File: config.mk
export PLATFORM = sky130hd
export DESIGN_NAME = counter_updown_mod_flat
export DESIGN_NICKNAME = d
export VERILOG_FILES = /design/src/rtl/counter_updown_if.sv /design/src/rtl/counter_updown_mod.sv /design/src/flat_wrapper.sv
export SDC_FILE = /design/constraint.sdc
export NUM_CORES = 1
export LEC_CHECK = 0
export BUFFER_PORTS_ARGS = -buffer_cell sky130_fd_sc_hd__buf_2
export CAP_MARGIN = 25
export CORE_MARGIN = 2
export CORE_UTILIZATION = 55
export DETAILED_ROUTE_END_ITERATION = 10
export GPL_ROUTABILITY_DRIVEN = 0
export GPL_TIMING_DRIVEN = 0
export PLACE_DENSITY = 0.8
export RECOVER_POWER = 25
export SLEW_MARGIN = 10
export SYNTH_ARGS = -nofsm -noshare
export SYNTH_HDL_FRONTEND = slang
export SYNTH_SLANG_ARGS = --single-unit
File: constraint.sdc
create_clock -name clk -period 4.4 [get_ports clk]
set_input_delay 0.88 -clock clk [delete_from_list [all_inputs] [get_ports clk]]
set_output_delay 0.88 -clock clk [all_outputs]
set_load 0.02 [all_outputs]
File: src/rtl/counter_updown_if.sv
// Control and status bundle for counter_updown_mod.
//   master : drives enable/clear/load/load_val/dir/sat_mode/modulo/prescale,
//            observes count/tc/ovf_sticky
//   slave  : the counter itself
interface counter_updown_if #(
  parameter int WIDTH = 8,
  parameter int PRE_W = 4
);
  logic             enable;
  logic             clear;
  logic             load;
  logic [WIDTH-1:0] load_val;
  logic             dir;
  logic             sat_mode;
  logic [WIDTH-1:0] modulo;
  logic [PRE_W-1:0] prescale;
  logic [WIDTH-1:0] count;
  logic             tc;
  logic             ovf_sticky;

  modport master (
    output enable, clear, load, load_val, dir, sat_mode, modulo, prescale,
    input  count, tc, ovf_sticky
  );

  modport slave (
    input  enable, clear, load, load_val, dir, sat_mode, modulo, prescale,
    output count, tc, ovf_sticky
  );
endinterface

File: src/rtl/counter_updown_mod.sv
// Up/down counter with programmable modulo, wrap/saturate mode, synchronous
// clear/load and an enable prescaler.
// Ports:
//   clk    : clock, all state changes on rising edge
//   rst_n  : asynchronous active-low reset
//   bus    : counter_updown_if.slave
//            inputs  enable, clear, load, load_val, dir, sat_mode, modulo, prescale
//            outputs count (registered), tc (1-cycle pulse), ovf_sticky
module counter_updown_mod #(
  parameter int WIDTH = 8,
  parameter int PRE_W = 4
) (
  input  logic             clk,
  input  logic             rst_n,
  counter_updown_if.slave  bus
);

  logic [WIDTH-1:0] count_p0;
  logic             tc_p0;
  logic             ovf_p0;
  logic [PRE_W-1:0] pre_cnt_p0;

  logic             tick;
  logic [WIDTH:0]   step_res;
  logic [WIDTH-1:0] load_clip;

  // Boundary handling for one tick. Returns {tc, next_count}. The bound
  // comparisons come first so the +1/-1 never leaves the WIDTH-bit range.
  function automatic logic [WIDTH:0] step_f(
    input logic [WIDTH-1:0] cur,
    input logic [WIDTH-1:0] modv,
    input logic             up,
    input logic             sat
  );
    logic [WIDTH:0] r;
    if (up) begin
      if (cur < modv)  r = {1'b0, cur + 1'b1};
      else if (sat)    r = {1'b1, modv};
      else             r = {1'b1, {WIDTH{1'b0}}};
    end else begin
      if (cur == '0)   r = sat ? {1'b1, {WIDTH{1'b0}}} : {1'b1, modv};
      // modulo lowered below the count at runtime: snap down, not a terminal event
      else if (cur > modv) r = {1'b0, modv};
      else             r = {1'b0, cur - 1'b1};
    end
    return r;
  endfunction

  function automatic logic [WIDTH-1:0] clip_f(
    input logic [WIDTH-1:0] v,
    input logic [WIDTH-1:0] modv
  );
    return (v > modv) ? modv : v;
  endfunction

  assign tick      = bus.enable && (pre_cnt_p0 == bus.prescale);
  assign step_res  = step_f(count_p0, bus.modulo, bus.dir, bus.sat_mode);
  assign load_clip = clip_f(bus.load_val, bus.modulo);

  // Stage p0: counter state, priority clear > load > tick > hold
  always_ff @(posedge clk or negedge rst_n) begin
    if (!rst_n) begin
      count_p0   <= '0;
      tc_p0      <= 1'b0;
      ovf_p0     <= 1'b0;
      pre_cnt_p0 <= '0;
    end else if (bus.clear) begin
      count_p0   <= '0;
      tc_p0      <= 1'b0;
      ovf_p0     <= 1'b0;
      pre_cnt_p0 <= '0;
    end else if (bus.load) begin
      count_p0   <= load_clip;
      tc_p0      <= 1'b0;
      pre_cnt_p0 <= '0;
    end else begin
      // A prescale lowered below pre_cnt lets pre_cnt run on and wrap
      // naturally through its full range before the next tick.
      if (bus.enable)
        pre_cnt_p0 <= tick ? '0 : pre_cnt_p0 + 1'b1;
      if (tick) begin
        count_p0 <= step_res[WIDTH-1:0];
        tc_p0    <= step_res[WIDTH];
        ovf_p0   <= ovf_p0 | step_res[WIDTH];
      end else begin
        tc_p0    <= 1'b0;
      end
    end
  end

  assign bus.count      = count_p0;
  assign bus.tc         = tc_p0;
  assign bus.ovf_sticky = ovf_p0;

endmodule

File: src/flat_wrapper.sv
// flat-port wrapper written by rule: the top's interface ports become plain ports
module counter_updown_mod_flat 
#(
  parameter int WIDTH = 8,
  parameter int PRE_W = 4
)
  (clk, rst_n, bus_enable, bus_clear, bus_load, bus_load_val, bus_dir, bus_sat_mode, bus_modulo, bus_prescale, bus_count, bus_tc, bus_ovf_sticky);
  counter_updown_if #(.WIDTH(WIDTH), .PRE_W(PRE_W)) bus_i ();
  input  logic clk;
  input  logic rst_n;
  input wire logic [$bits(bus_i.enable)-1:0] bus_enable;
  input wire logic [$bits(bus_i.clear)-1:0] bus_clear;
  input wire logic [$bits(bus_i.load)-1:0] bus_load;
  input wire logic [$bits(bus_i.load_val)-1:0] bus_load_val;
  input wire logic [$bits(bus_i.dir)-1:0] bus_dir;
  input wire logic [$bits(bus_i.sat_mode)-1:0] bus_sat_mode;
  input wire logic [$bits(bus_i.modulo)-1:0] bus_modulo;
  input wire logic [$bits(bus_i.prescale)-1:0] bus_prescale;
  output wire logic [$bits(bus_i.count)-1:0] bus_count;
  output wire logic [$bits(bus_i.tc)-1:0] bus_tc;
  output wire logic [$bits(bus_i.ovf_sticky)-1:0] bus_ovf_sticky;
  assign bus_i.enable = bus_enable;
  assign bus_i.clear = bus_clear;
  assign bus_i.load = bus_load;
  assign bus_i.load_val = bus_load_val;
  assign bus_i.dir = bus_dir;
  assign bus_i.sat_mode = bus_sat_mode;
  assign bus_i.modulo = bus_modulo;
  assign bus_i.prescale = bus_prescale;
  assign bus_count = bus_i.count;
  assign bus_tc = bus_i.tc;
  assign bus_ovf_sticky = bus_i.ovf_sticky;
  counter_updown_mod #(.WIDTH(WIDTH), .PRE_W(PRE_W)) u_core (.clk(clk), .rst_n(rst_n), .bus(bus_i));
endmodule
# Yosys cells after proc, flatten, opt, wreduce, memory -nomap -nowiden
# Index checks and enable logic that the tools add are counted.
word_totals:
  reg_bits: 14
  out_inout_bits: 10
  word_cells: 39
classes:
  bitwise_logic: 1
  muxes: 20
  addsub: 3
  magnitude_cmp: 3
  n_eq_ne: 2
  reduce_logical: 6
ops:
  columns: ["operator", "n"]
  rows:
  - ["two-way mux 8 bit", 7]
  - ["two-way mux 9 bit", 3]
  - ["> comparator 8 bit", 2]
  - ["two-way mux 4 bit", 4]
  - ["adder 8 x 1 -> 8 bit, second input constant", 1]
  - ["logical NOT 8 bit", 1]
  - ["less-than comparator 8 bit", 1]
  - ["subtractor 8 x 1 -> 8 bit, second input constant", 1]
  - ["two-way mux 1 bit", 6]
  - ["nonzero test 3 bit", 2]
  - ["adder 4 x 1 -> 4 bit, second input constant", 1]
  - ["equality test 4 bit", 1]
  - ["!= test 2 bit, second input constant", 1]
  - ["AND reduction 2 bit", 1]
  - ["nonzero test 2 bit", 1]
  - ["logical AND 1 bit", 1]
  - ["OR 1 bit", 1]

# Longest topological paths before layout
logic_depth:
  ltp_word: 8
  depth_mapped: 10

# Least setup slack after synthesis
# Ideal clock, no wire load.
synth_path:
  path_type: "input to register"
  startpoint: "input port bus_modulo[1]"
  endpoint: "register u_core.count_p0[1] (netlist: u_core.bus.count[1])"
  stages: 10
  setup_ps: 90
  arrival_ps: 2639
  setup_slack_ps: 1671
  path_cell_list: "inv_1 > ha_1 > nor2b_4 > o211a_1 > o21ba_1 > buf_6 > or2_1 > buf_6 > a311o_1 > o221ai_1"
synth_between:
  elab_chain_cells: 7
  elab_cells_between_ends: 13
  cone_classes: "3 x order compare; 10 x mux"
synth_rtl:
  columns: ["item", "line_no", "text"]
  rows:
  - ["from (decl)", "flat_wrapper.sv:17", "input wire logic [$bits(bus_i.modulo)-1:0] bus_modulo;"]
  - ["> comparator 8 bit", "counter_updown_mod.sv:43", "else if (cur > modv) r = {1'b0, modv};"]
  - ["two-way mux 8 bit", "counter_updown_mod.sv:43", null]
  - ["two-way mux 9 bit", "counter_updown_mod.sv:41", "if (cur == '0) r = sat ? {1'b1, {WIDTH{1'b0}}} : {1'b1, modv};"]
  - ["two-way mux 9 bit", "counter_updown_mod.sv:36", "if (up) begin"]
  - ["two-way mux 8 bit", "counter_updown_mod.sv:81", "if (tick) begin"]
  - ["two-way mux 8 bit *", "counter_updown_mod.sv:72", "end else if (bus.load) begin"]
  - ["two-way mux 8 bit *", "counter_updown_mod.sv:67", "end else if (bus.clear) begin"]
  - ["to (signal assigned)", "counter_updown_mod.sv:73", "count_p0 <= load_clip;"]
  - ["to (signal assigned)", "counter_updown_mod.sv:82", "count_p0 <= step_res[WIDTH-1:0];"]
  - ["to (decl)", "counter_updown_mod.sv:18", "logic [WIDTH-1:0] count_p0;"]
# Every way passes the cells marked *; elsewhere a longest branch is shown, timed or not. The select of a mux whose other input is x is not followed.
# A chain may end at the register's enable or synchronous reset.

# Final worst setup path
layout_path:
  startpoint: "input port bus_modulo[5]"
  endpoint: "register u_core.count_p0[1] (netlist: u_core.bus.count[1])"
# Same word-level chain as after synthesis.

==> results.txt <==
Status -> finished clean
Worst Path Buf+Inv -> 3
Pleak -> 1.013 nW
Syn Nets -> 266
Hold buffers post-CTS -> 0
Max-cap violations -> 0
Seq cells post-synth -> 14
Starting Density -> 0.5855
Setup slack, reg-to-reg -> 1.81 ns
Buffers on Ports -> 33
Post-Route Setup TNS -> 0 ns
Clk_lat worst skew -> 0.29 ns
Crit path max fanout -> 10
Post-Synth Adder-Cell Area -> 0.1377
Die Width -> 61.48 um
Die H -> 61.48 um
Total number of vias -> 1770
Pins over their slew limit -> 0
Post-CTS Setup Bufs -> 0
Initial antenna violation count -> 0
Reg clk slew, reported paths -> 0.09 ns
Wire per inst -> 14.75 um
CP most frequent cell -> buf_2
Layout area overhead -> 14.05%
Worst relative slew slack -> 0.4506
RSZ-0062 raised after global routing -> no
CTS Buf Count -> 3
CP max stage delay -> 0.54 ns
Avg Vias per Cell -> 5.900
Mean Syn Cell Area -> 8.296 sq um
Synth Flop Type -> dfrtp_1
Fin crit share -> 0.6487
Grt total ovfl -> 0
Mapped cell area -> 0.001817 sq mm
Final Critical Period -> 2.854 ns
Remaining antenna violation count -> 0
CP max-delay cell -> o22ai_1
Root Buffer -> clkbuf_4
Post-synth ARST share -> 1.000
DRC violations left -> 0
CP Class -> in -> reg
First-pass GRT wire length -> 7.424 mm
Synth cell types -> 47
Layout cells sized above 1 -> 0.2266
Fin util -> 0.6677
Number of flops mapped to enable cells by yosys -> 0
Sink Count -> 14
Die area -> 0.003779 sq mm
Syn. warnings -> 0
Hold Crit Class -> reg -> reg
Vias in the first global route -> 1614
Reg area -> 350.3 sq um
Final worst clock skew -> 0.006990 ns
Synth Area in Simple Gates -> 0.2287
Delay-heaviest family, CP -> compound AO/OA/AOI/OAI gates
Clk buf depth -> 2
GRT Util Overall -> 0.2666
Top post-synthesis cells by area -> dfrtp_1, ha_1, nand2_1, xor2_1, a311o_1
Final Hold Fails -> 0
Worst-path cell chain -> buf_2, inv_1, ha_1, a21oi_1, o21ai_0, buf_2, nor3_1, o22ai_1, a221oi_1, o221ai_1
PD cells -> 223.0 mW/mm^2
Row count -> 20
Crit. End Element -> flip-flop
Fill count -> 311
Crit path launch type -> input pin
Pin count of the biggest net entering global routing -> 15
Mux share of post-synthesis cell area -> 0.04752
Yosys top cell by area -> dfrtp_1
Final Setup Violations -> 0
Xor/xnor share of the synthesized area -> 0.08678
Largest family of logic cells by synthesized area -> simple AND/OR/NAND/NOR gates
Register area share after synthesis -> 0.1928
Yosys top cell area share -> 0.1928
DRT Pass-1 Iters -> 4
Max Fclk -> 350.4 MHz
Slew @ Worst Pin -> 0.8240 ns
Worst EP arrival -> 3.06 ns
Synth Area in Compound Gates -> 0.2149
DRT Wirelength -> 4.425 mm
Max IR drop VDD -> 0.1535 mV
CTS tree -> built
H-tree depth -> 1
Post-DP HPWL -> 3.512 mm
Syn Inst Count -> 219
I/O Pins -> 37
Critical Path RT -> 4.60 ns
Ant diodes -> 0
Post-CTS sizing -> 0
Area of the multi-input gates -> 0.001300 sq mm
Initial DRC count -> 114
Layout net count -> 304
Core region area -> 0.003103 sq mm
synthesized netlist by cell type (2+ instances only):
| master | number |
|---|---|
| a21oi_1 | 9 |
| a221oi_1 | 8 |
| a311o_1 | 8 |
| and2_1 | 2 |
| and3_1 | 4 |
| buf_2 | 3 |
| buf_4 | 2 |
| buf_6 | 2 |
| clkbuf_1 | 4 |
| clkbuf_8 | 2 |
| dfrtp_1 | 14 |
| ha_1 | 20 |
| inv_1 | 13 |
| mux2_2 | 5 |
| mux2i_1 | 3 |
| nand2_1 | 34 |
| nand2b_1 | 3 |
| nand3_1 | 7 |
| nand4_1 | 4 |
| nor2_1 | 4 |
| nor2b_1 | 3 |
| nor3_1 | 7 |
| nor4b_1 | 4 |
| o211ai_1 | 8 |
| o21ai_0 | 5 |
| o221ai_1 | 3 |
| or2_2 | 2 |
| xnor2_1 | 8 |
| xor2_1 | 10 |
cell type report:
cell class                      instances  share of cell area
Sequential cell                        14              0.1691
Inverter                               13             0.02355
Tap cell                               44             0.02657
Clock buffer                            4             0.01751
Timing Repair Buffer                   33             0.07911
Multi-Input combinational cell        176              0.6274
Buffer                                 16             0.05676
state kept, by name (all words and copies together) (netlist names):
signal / cells
u_core.bus.tc: 1
u_core.bus.count: 8
u_core.pre_cnt_p0: 4
u_core.bus.ovf_sticky: 1
path summary, 6_finish.rpt:
kind | start | to | depth (start not counted)
max | bus_modulo[5] | u_core.bus.count[1] | 10
max in group asynchronous | rst_n | u_core.bus.count[6] | 1
max reg2reg | u_core.bus.count[7] | u_core.bus.count[1] | 8
min in group asynchronous | rst_n | u_core.bus.count[1] | 1
min reg2reg | u_core.bus.ovf_sticky | u_core.bus.ovf_sticky | 2
min | u_core.bus.ovf_sticky | u_core.bus.ovf_sticky | 2
metal layers:
metal  vias to the layer above  global-route usage  share of wire
met5                         -                   0              0
met4                         0             0.08511          0.012
met3                         6             0.03151          0.059
met2                        70              0.4468           0.48
met1                       815              0.3592           0.45
li1                        879                   -              -
where the power goes:
group	internal (W)	leakage, nW	total (W)	switching (W)
clock	0.0000504	0.0210	0.0000953	0.0000449
combinational	0.0000933	0.802	0.000219	0.000126
sequential	0.000136	0.190	0.000148	0.0000123
per-stage QoR:
step	cell area [sq um]	power, W	worst slack (ns)	cells	hold WS, ns
floorplan	1817	0.0003058	1.671	219	0.5595
global placement	2037	0.0003627	1.323	296	0.4987
detailed placement	2037	0.0003663	1.285	296	0.5196
CTS	2073	0.0004638	1.582	300	0.4821
global route	2072	0.0004960	1.272	300	0.5663
finish	2072	0.0004621	1.546	300	0.5306
tightest hold or removal path: cells and delay by family (launching register included):
family,cells,cell delay [ns]
flip-flops,1,0.39
buffers and inverters,1,0.06
AO/OA/AOI/OAI,1,0.05
kinds of logic after synthesis:
kind of cell             Yosys count
AO/OA/AOI/OAI                     50
XOR/XNOR                          18
adder cells (fa/ha/maj)           20
buffers and inverters             29
flip-flops                        14
multiplexers                       8
AND/OR/NAND/NOR                   80
cell usage in the layout, fill, tap and decap left out, types with 4 or more instances in the layout:
cell       n
a21oi_1    9
a221oi_1   8
a311o_1    8
and3_1     4
buf_2     35
clkbuf_1   5
dfrtp_1   14
ha_1      20
inv_1     13
mux2_2     5
nand2_1   34
nand3_1    7
nand4_1    4
nor2_1     4
nor3_1     7
nor4b_1    4
o211ai_1   8
o21ai_0    5
xnor2_1    8
xor2_1    10
(Power assumes the default switching activity.)
